File: src/rtl/cpt_bin_mod.sv
// cpt_bin_mod: synchronous up/down modulo counter with terminal count and sticky wrap flag.
// Define CPT_BIN_LOAD_EN to enable the clamped parallel load.
module cpt_bin_mod #(
  parameter int WIDTH = 8,
  parameter longint unsigned MODULO = 64'd1 << WIDTH
) (
  input  logic             clk,
  input  logic             reset,
  input  logic             activate,
  input  logic             up,
  input  logic             load,
  input  logic [WIDTH-1:0] load_val,
  output logic [WIDTH-1:0] out,
  output logic             tc,
  output logic             ovf
);
  localparam logic [WIDTH-1:0] MAX = WIDTH'(MODULO - 64'd1);
  logic wrap;
  assign wrap = up ? (out == MAX) : (out == '0);
`ifdef CPT_BIN_LOAD_EN
  assign tc = activate & ~load & wrap;
`else
  logic unused;
  assign unused = ^{load, load_val};
  assign tc = activate & wrap;
`endif
  always_ff @(posedge clk or negedge reset) begin
    if (!reset) begin
      out <= '0;
      ovf <= 1'b0;
    end
`ifdef CPT_BIN_LOAD_EN
    else if (load) begin
      out <= load_val > MAX ? MAX : load_val;
      ovf <= 1'b0;
    end
`endif
    else if (activate) begin
      out <= up ? (wrap ? '0 : out + WIDTH'(1)) : (wrap ? MAX : out - WIDTH'(1));
      ovf <= ovf | wrap;
    end
  end
endmodule

File: config.mk
export PLATFORM = sky130hd
export DESIGN_NAME = cpt_bin_mod
export DESIGN_NICKNAME = d
export VERILOG_FILES = /design/src/rtl/cpt_bin_mod.sv
export SDC_FILE = /design/constraint.sdc
export NUM_CORES = 1
export LEC_CHECK = 0
export BUFFER_PORTS_ARGS = -buffer_cell sky130_fd_sc_hd__clkbuf_2
export CAP_MARGIN = 20
export CORE_MARGIN = 5
export CORE_UTILIZATION = 35
export DETAILED_ROUTE_END_ITERATION = 8
export PLACE_DENSITY_LB_ADDON = 0.08
export SLEW_MARGIN = 10
export SYNTH_ARGS = -nofsm -noshare
export SYNTH_HDL_FRONTEND = slang
export SYNTH_SLANG_ARGS = --single-unit
File: constraint.sdc
create_clock -name clk -period 2.9 [get_ports clk]
set_input_delay 0.145 -clock clk [delete_from_list [all_inputs] [get_ports clk]]
set_output_delay 0.145 -clock clk [all_outputs]
set_load 0.05 [all_outputs]
# [Word level (Yosys, flattened, before mapping)]
# Index checks and enable logic that the tools add are counted.
# W data, S select, Z words.
[word_totals] ff_bits=9 inputBits=13
[classes] n_addsub=2 eq_ne=1 n_mux=4 bitwise=2 n_reduce_logical=1
[ops] op="$mux W8" count=3
[ops] op="$add A8 B1 Y8 const B" count=1
[ops] op="$eq A8 B8 Y1 const B" count=1
[ops] op="$logic_not A8 Y1" count=1
[ops] op="$sub A8 B1 Y8 const B" count=1
[ops] op="$and A1 B1 Y1" count=1
[ops] op="$mux W1" count=1
[ops] op="$or A1 B1 Y1" count=1

# [Depth between registers and ports, before layout]
[depth] ltp_word=4 depth_mapped=7 depth_no_buf=6

# [Worst setup path before layout]
# Ideal clock, no wire load.
[synth_path] kind="register to register" from="reg out[0]" to="reg out[6]" setup_time_ns=0.125 t_arrival_ns=2.077 required_ns=2.775 path_slack_ns=0.699 path_stages_with_launch=7 n_path_buf=0 path_cell_list="dfrtp_1 inv_1 ha_1 nor4b_2 and2_2 o311a_1 mux2_2"
[synth_via] elab_chain_len=4 elab_cells_between_ends=8 classes_between="add/sub (2); eq/ne (1); mux (4); reduce/logical (1)"
[synth_lines] element="from (decl)" line="13" source="output logic [WIDTH-1:0] out,"
[synth_lines] element="from (signal assigned)" line="39" source="out <= up ? (wrap ? '0 : out + WIDTH'(1)) : (wrap ? MAX : out - WIDTH'(1));"
[synth_lines] element="parallel branches: the longest is 3 deep, another holds $sub A8 B1 Y8"
[synth_lines] element="$mux W8 *" line="39"
# Mark *: on every way between the ends.
# A chain may end at the register's enable or synchronous reset.

# [Final worst setup path]
[layout_path] from="reg out[0]" to="out tc"
[layout_via] elab_chain_len=3 elab_cells_between_ends=4 classes_between="eq/ne (1); mux (1); bitwise (1); reduce/logical (1)"
[layout_lines] element="$eq A8 B8 Y1 or $logic_not A8 Y1 (tied branches)" line="19" source="assign wrap = up ? (out == MAX) : (out == '0);"
[layout_lines] element="$mux W1 *" line="19"
[layout_lines] element="$and A1 B1 Y1 *" line="25" source="assign tc = activate & wrap;"
[layout_lines] element="to (decl)" line="14" source="output logic tc,"
# Every way passes the cells marked *; elsewhere a longest branch is shown, timed or not.

==> flow_summary.html <==
<table>
<tr><th>Metric</th><th>Value</th></tr>
<tr><th colspan="2">Routing</th></tr>
<tr><td>Violation count after the first detailed-routing iteration</td><td>27</td></tr>
<tr><td>Vias post-DR</td><td>737</td></tr>
<tr><td>Wire length per cell after detailed routing</td><td>14.3 um</td></tr>
<tr><td>DRT Wirelength</td><td>1870 um</td></tr>
<tr><td>Post-DR vias/cell</td><td>about 5.6</td></tr>
<tr><td>Remaining number of nets flagged by the antenna check after routing</td><td>0</td></tr>
<tr><td>Detailed-route DRC error count</td><td>0</td></tr>
<tr><td>TritonRoute pass-1 iters</td><td>4</td></tr>
<tr><th colspan="2">STA</th></tr>
<tr><td>Setup TNS after final layout</td><td>0 ps</td></tr>
<tr><td>Top achievable clock speed</td><td>437 MHz</td></tr>
<tr><td>Final-report max-slew violation count</td><td>0</td></tr>
<tr><td>Setup-failing EPs final</td><td>0</td></tr>
<tr><td>Worst slew margin relative to its limit</td><td>67.0%</td></tr>
<tr><td>Hold Vio Cnt, Final</td><td>0</td></tr>
<tr><td>Largest clock skew in the final design</td><td>2.31 ps</td></tr>
<tr><td>Clock period minus worst slack</td><td>2290 ps</td></tr>
<tr><td>Setup repair after global routing missed its margin</td><td>false</td></tr>
<tr><td>Share of the clock period used by the worst path</td><td>78.9%</td></tr>
<tr><td>Tightest Pin Transition</td><td>495 ps</td></tr>
<tr><th colspan="2">Floorplanning</th></tr>
<tr><td>Die width</td><td>57.9 um</td></tr>
<tr><td>Die Area</td><td>approximately 0.0034 mm2</td></tr>
<tr><td>Die Y-Extent</td><td>57.9 um</td></tr>
<tr><td>IO Pins</td><td>23</td></tr>
<tr><td>Initial cell density of the core</td><td>36.4%</td></tr>
<tr><td>Placement Rows</td><td>17</td></tr>
<tr><td>Core region area</td><td>0.00221 mm2</td></tr>
<tr><th colspan="2">Global route</th></tr>
<tr><td>Layer carrying the most global-route usage</td><td>met2</td></tr>
<tr><td>Wire length of the first global-routing pass</td><td>3060 um</td></tr>
<tr><td>Pin count of the biggest net entering global routing</td><td>20</td></tr>
<tr><td>Met3 usage</td><td>4.23%</td></tr>
<tr><td>Grt ovf</td><td>0</td></tr>
<tr><td>Number of antenna violations at the first check in global routing</td><td>0</td></tr>
<tr><td>Total routing usage reported by global routing</td><td>11.8%</td></tr>
<tr><td>Met2 Usage GRT</td><td>around 17%</td></tr>
<tr><td>Met1 track demand over resource in global routing</td><td>16.7%</td></tr>
<tr><td>Vias in the first global route</td><td>around 630</td></tr>
<tr><th colspan="2">Setup path</th></tr>
<tr><td>Critical path cell sequence</td><td>inv_1, ha_1, nor4b_2, nand2_1, o21ai_0, and2_1, clkbuf_2</td></tr>
<tr><td>Total buffers and inverters traversed by the critical path</td><td>2</td></tr>
<tr><td>Crit path largest cell delay</td><td>490 ps</td></tr>
<tr><td>Worst reg2reg startpoint</td><td>out[0]</td></tr>
<tr><td>Sort of element at the start of the critical path</td><td>register</td></tr>
<tr><td>Nature of the critical path endpoint</td><td>output pin</td></tr>
<tr><td>WS Path Type</td><td>register to output pin</td></tr>
<tr><td>Endpoint of the worst-slack reg-to-reg timing path</td><td>out[6]</td></tr>
<tr><td>Maximum fanout count along the critical path</td><td>10</td></tr>
<tr><td>Required time of the critical path</td><td>2760 ps</td></tr>
<tr><td>Worst reg-to-reg setup slack</td><td>slightly below 900 ps</td></tr>
<tr><td>WP data arrival</td><td>2140 ps</td></tr>
<tr><td>Critical Path Slowest Stage Cell</td><td>sky130_fd_sc_hd__dfrtp_1</td></tr>
<tr><td>Register-to-Register Path Depth</td><td>6</td></tr>
<tr><td>Cell family with the largest share of critical-path delay</td><td>simple AND/OR/NAND/NOR gates</td></tr>
<tr><th colspan="2">Final layout</th></tr>
<tr><td>Commonest cells after routing, fill and taps aside</td><td>sky130_fd_sc_hd__clkbuf_2, sky130_fd_sc_hd__nor2_1, sky130_fd_sc_hd__o21ai_0, sky130_fd_sc_hd__dfrtp_1</td></tr>
<tr><td>Number of diodes added for antenna fixing</td><td>0</td></tr>
<tr><td>Layout cell share with drive strength beyond 1</td><td>24.3%</td></tr>
<tr><td>Layout area overhead</td><td>7.31%</td></tr>
<tr><td>Most common library cell in the layout ignoring fill and taps</td><td>sky130_fd_sc_hd__clkbuf_2</td></tr>
<tr><td>NumNets Final</td><td>120</td></tr>
<tr><th colspan="2">Synth</th></tr>
<tr><td>Xor and xnor area share after synthesis</td><td>under 10%</td></tr>
<tr><td>Area fraction in compound gates after synthesis</td><td>21.8%</td></tr>
<tr><td>Total nets after synthesis</td><td>109</td></tr>
<tr><td>Syn_area_per_cell</td><td>8.65 um2</td></tr>
<tr><td>Cell count after synthesis</td><td>93</td></tr>
<tr><td>Synthesized-area fraction occupied by and/or/nand/nor cells</td><td>30.6%</td></tr>
<tr><td>Register bit total from synthesis</td><td>9</td></tr>
<tr><td>Synth cell types</td><td>38</td></tr>
<tr><td>Cell Area, Synth</td><td>roughly 800 um2</td></tr>
<tr><td>Synthesized-area fraction occupied by adder cells</td><td>4.67%</td></tr>
<tr><td>Main combinational cell family by area after synthesis</td><td>simple AND/OR/NAND/NOR gates</td></tr>
<tr><td>Yosys warning count</td><td>0</td></tr>
<tr><td>Sequential element share of the synthesized area</td><td>28.0%</td></tr>
<tr><td>Portion of netlist area occupied by mux cells</td><td>2.80%</td></tr>
<tr><th colspan="2">Clock network</th></tr>
<tr><td>Clock buffer count from CTS</td><td>3</td></tr>
<tr><td>Clock tree from TritonCTS</td><td>yes</td></tr>
<tr><td>Clock net sink count</td><td>9</td></tr>
<tr><td>Clock root buffer</td><td>sky130_fd_sc_hd__clkbuf_4</td></tr>
<tr><td>Worst-skew pair later-pin latency</td><td>260 ps</td></tr>
<tr><td>Total setup buffers inserted after CTS</td><td>0</td></tr>
<tr><td>Number of buffers between clock root and the deepest sink</td><td>2</td></tr>
<tr><td>Clock transition at the registers of the reported paths</td><td>70 ps</td></tr>
<tr><td>Level count of the clock H-tree</td><td>1</td></tr>
<tr><th colspan="2">Run</th></tr>
<tr><td>Max-capacitance violation count</td><td>0</td></tr>
<tr><th colspan="2">Power and ir drop</th></tr>
<tr><td>Maximum vdd drop</td><td>0.454 mV</td></tr>
<tr><td>Total Power</td><td>745 uW</td></tr>
<tr><td>Static Leakage</td><td>0.371 nW</td></tr>
<tr><td>Power per Cell Area</td><td>between 800 and 900 mW/mm2</td></tr>
<tr><th colspan="2">Outcome</th></tr>
<tr><td>Run status</td><td>finished, final reports clean</td></tr>
<tr><th colspan="2">Placement</th></tr>
<tr><td>Detail Placement HPWL</td><td>between 1000 and 1500 um</td></tr>
<tr><td>Final Wtd Congestion</td><td>0.753</td></tr>
<tr><td>Port buffer count</td><td>13</td></tr>
<tr><th colspan="2">Min path</th></tr>
<tr><td>Type of the tightest min-delay check</td><td>input pin to asynchronous set/reset pin</td></tr>
</table>
[metrics by stage]
stage	worst slack, ps	instances	hold slack, ps	util (%)	area (um2)
after global routing	426	131	306	39.0	863
after CTS	629	131	276	39.0	863
after floorplan	699	93	-151	-	805
after detailed placement	920	126	26.6	37.4	827
final	613	131	273	39.0	863
after global placement	893	126	28.4	37.4	827
[synthesized netlist by cell type]
library cell	number	area, um2
sky130_fd_sc_hd__o31a_1	1	8.76
sky130_fd_sc_hd__clkbuf_2	1	5.00
sky130_fd_sc_hd__a21o_1	2	15.0
sky130_fd_sc_hd__nor2b_1	1	6.26
sky130_fd_sc_hd__nor4b_2	2	30.0
sky130_fd_sc_hd__o221a_2	1	11.3
sky130_fd_sc_hd__a31oi_1	2	12.5
sky130_fd_sc_hd__o41ai_1	1	8.76
sky130_fd_sc_hd__o211a_1	1	10.0
sky130_fd_sc_hd__or4_4	1	11.3
sky130_fd_sc_hd__nand2_1	7	26.3
sky130_fd_sc_hd__o311a_1	1	10.0
sky130_fd_sc_hd__or3b_4	1	11.3
sky130_fd_sc_hd__clkbuf_1	1	3.75
sky130_fd_sc_hd__xnor2_1	1	8.76
sky130_fd_sc_hd__o2111ai_1	1	8.76
sky130_fd_sc_hd__dfrtp_1	9	225
sky130_fd_sc_hd__nor4_4	1	21.3
sky130_fd_sc_hd__nor2_1	10	37.5
sky130_fd_sc_hd__ha_1	3	37.5
sky130_fd_sc_hd__a21oi_1	2	10.0
sky130_fd_sc_hd__buf_6	3	33.8
sky130_fd_sc_hd__nand2b_1	2	12.5
sky130_fd_sc_hd__buf_4	1	7.51
sky130_fd_sc_hd__o21ai_1	1	5.00
sky130_fd_sc_hd__o21ai_0	9	45.0
sky130_fd_sc_hd__clkbuf_8	2	27.5
sky130_fd_sc_hd__o22ai_1	1	6.26
sky130_fd_sc_hd__o31ai_1	2	15.0
sky130_fd_sc_hd__a221oi_1	1	8.76
sky130_fd_sc_hd__and2_1	1	6.26
sky130_fd_sc_hd__mux2_2	2	22.5
sky130_fd_sc_hd__and2_2	1	7.51
sky130_fd_sc_hd__nor3_1	2	10.0
sky130_fd_sc_hd__nor4_1	2	12.5
sky130_fd_sc_hd__inv_1	3	11.3
sky130_fd_sc_hd__nand3_1	7	35.0
sky130_fd_sc_hd__nand4_1	3	18.8
[registers in the layout, indices dropped and copies added (netlist names)]
signal and count:
out 8, ovf 1
[layer usage]
layer,vias to the layer above,share of wire (%),routed length (um)
met5,-,0,0
met4,0,0.75,14
met3,2,4.1,76
met2,16,43,811
met1,354,52,966
li1,365,-,-
[worst register-to-register path: stages, from the launching register on]
cell                      delay, ps
sky130_fd_sc_hd__dfrtp_1        530
sky130_fd_sc_hd__inv_1          150
sky130_fd_sc_hd__ha_1           220
sky130_fd_sc_hd__nor4b_2        170
sky130_fd_sc_hd__and2_2         250
sky130_fd_sc_hd__o311a_1        330
sky130_fd_sc_hd__mux2_2         260
[kinds of logic after synthesis]
family | count (synthesis)
DFF | 9
adders and majority gates | 3
and+or+nand+nor | 41
xor gates and xnor gates | 1
buffers and inverters | 11
muxes | 2
AOI/OAI and AO/OA | 26
[final cells by class]
| class | instances | area, um2 |
|---|---|---|
| clock buffer | 4 | 26.3 |
| fill | 238 | 1350 |
| inverter | 3 | 11.3 |
| multi-input combinational | 73 | 490 |
| sequential | 9 | 225 |
| tap | 28 | 35.0 |
| timing repair buffer | 14 | 75.1 |
[power by group]
group / internal (mW) / switching (mW)
combinational: 0.110 / 0.245
clock: 0.0531 / 0.0486
sequential: 0.167 / 0.121
[how the worst max path moves through the flow]
stage           start  endpoint  slack (ps)  cells past startpoint
2_1_floorplan  out[0]    out[6]         700                      6
4_1_cts        out[0]        tc         630                      7
3_3_place_gp   out[0]    out[6]         890                      6
3_5_place_dp   out[0]    out[6]         920                      6
5_1_grt        out[0]        tc         430                      7
6_report       out[0]        tc         610                      7
[what timing repair did]
action / CTS / global route
hold endpoints to repair: 9 / 0
hold buffers: 1 / 0
gates resized for setup: 0 / 0
Note: power is estimated with default switching activity, not from simulation.
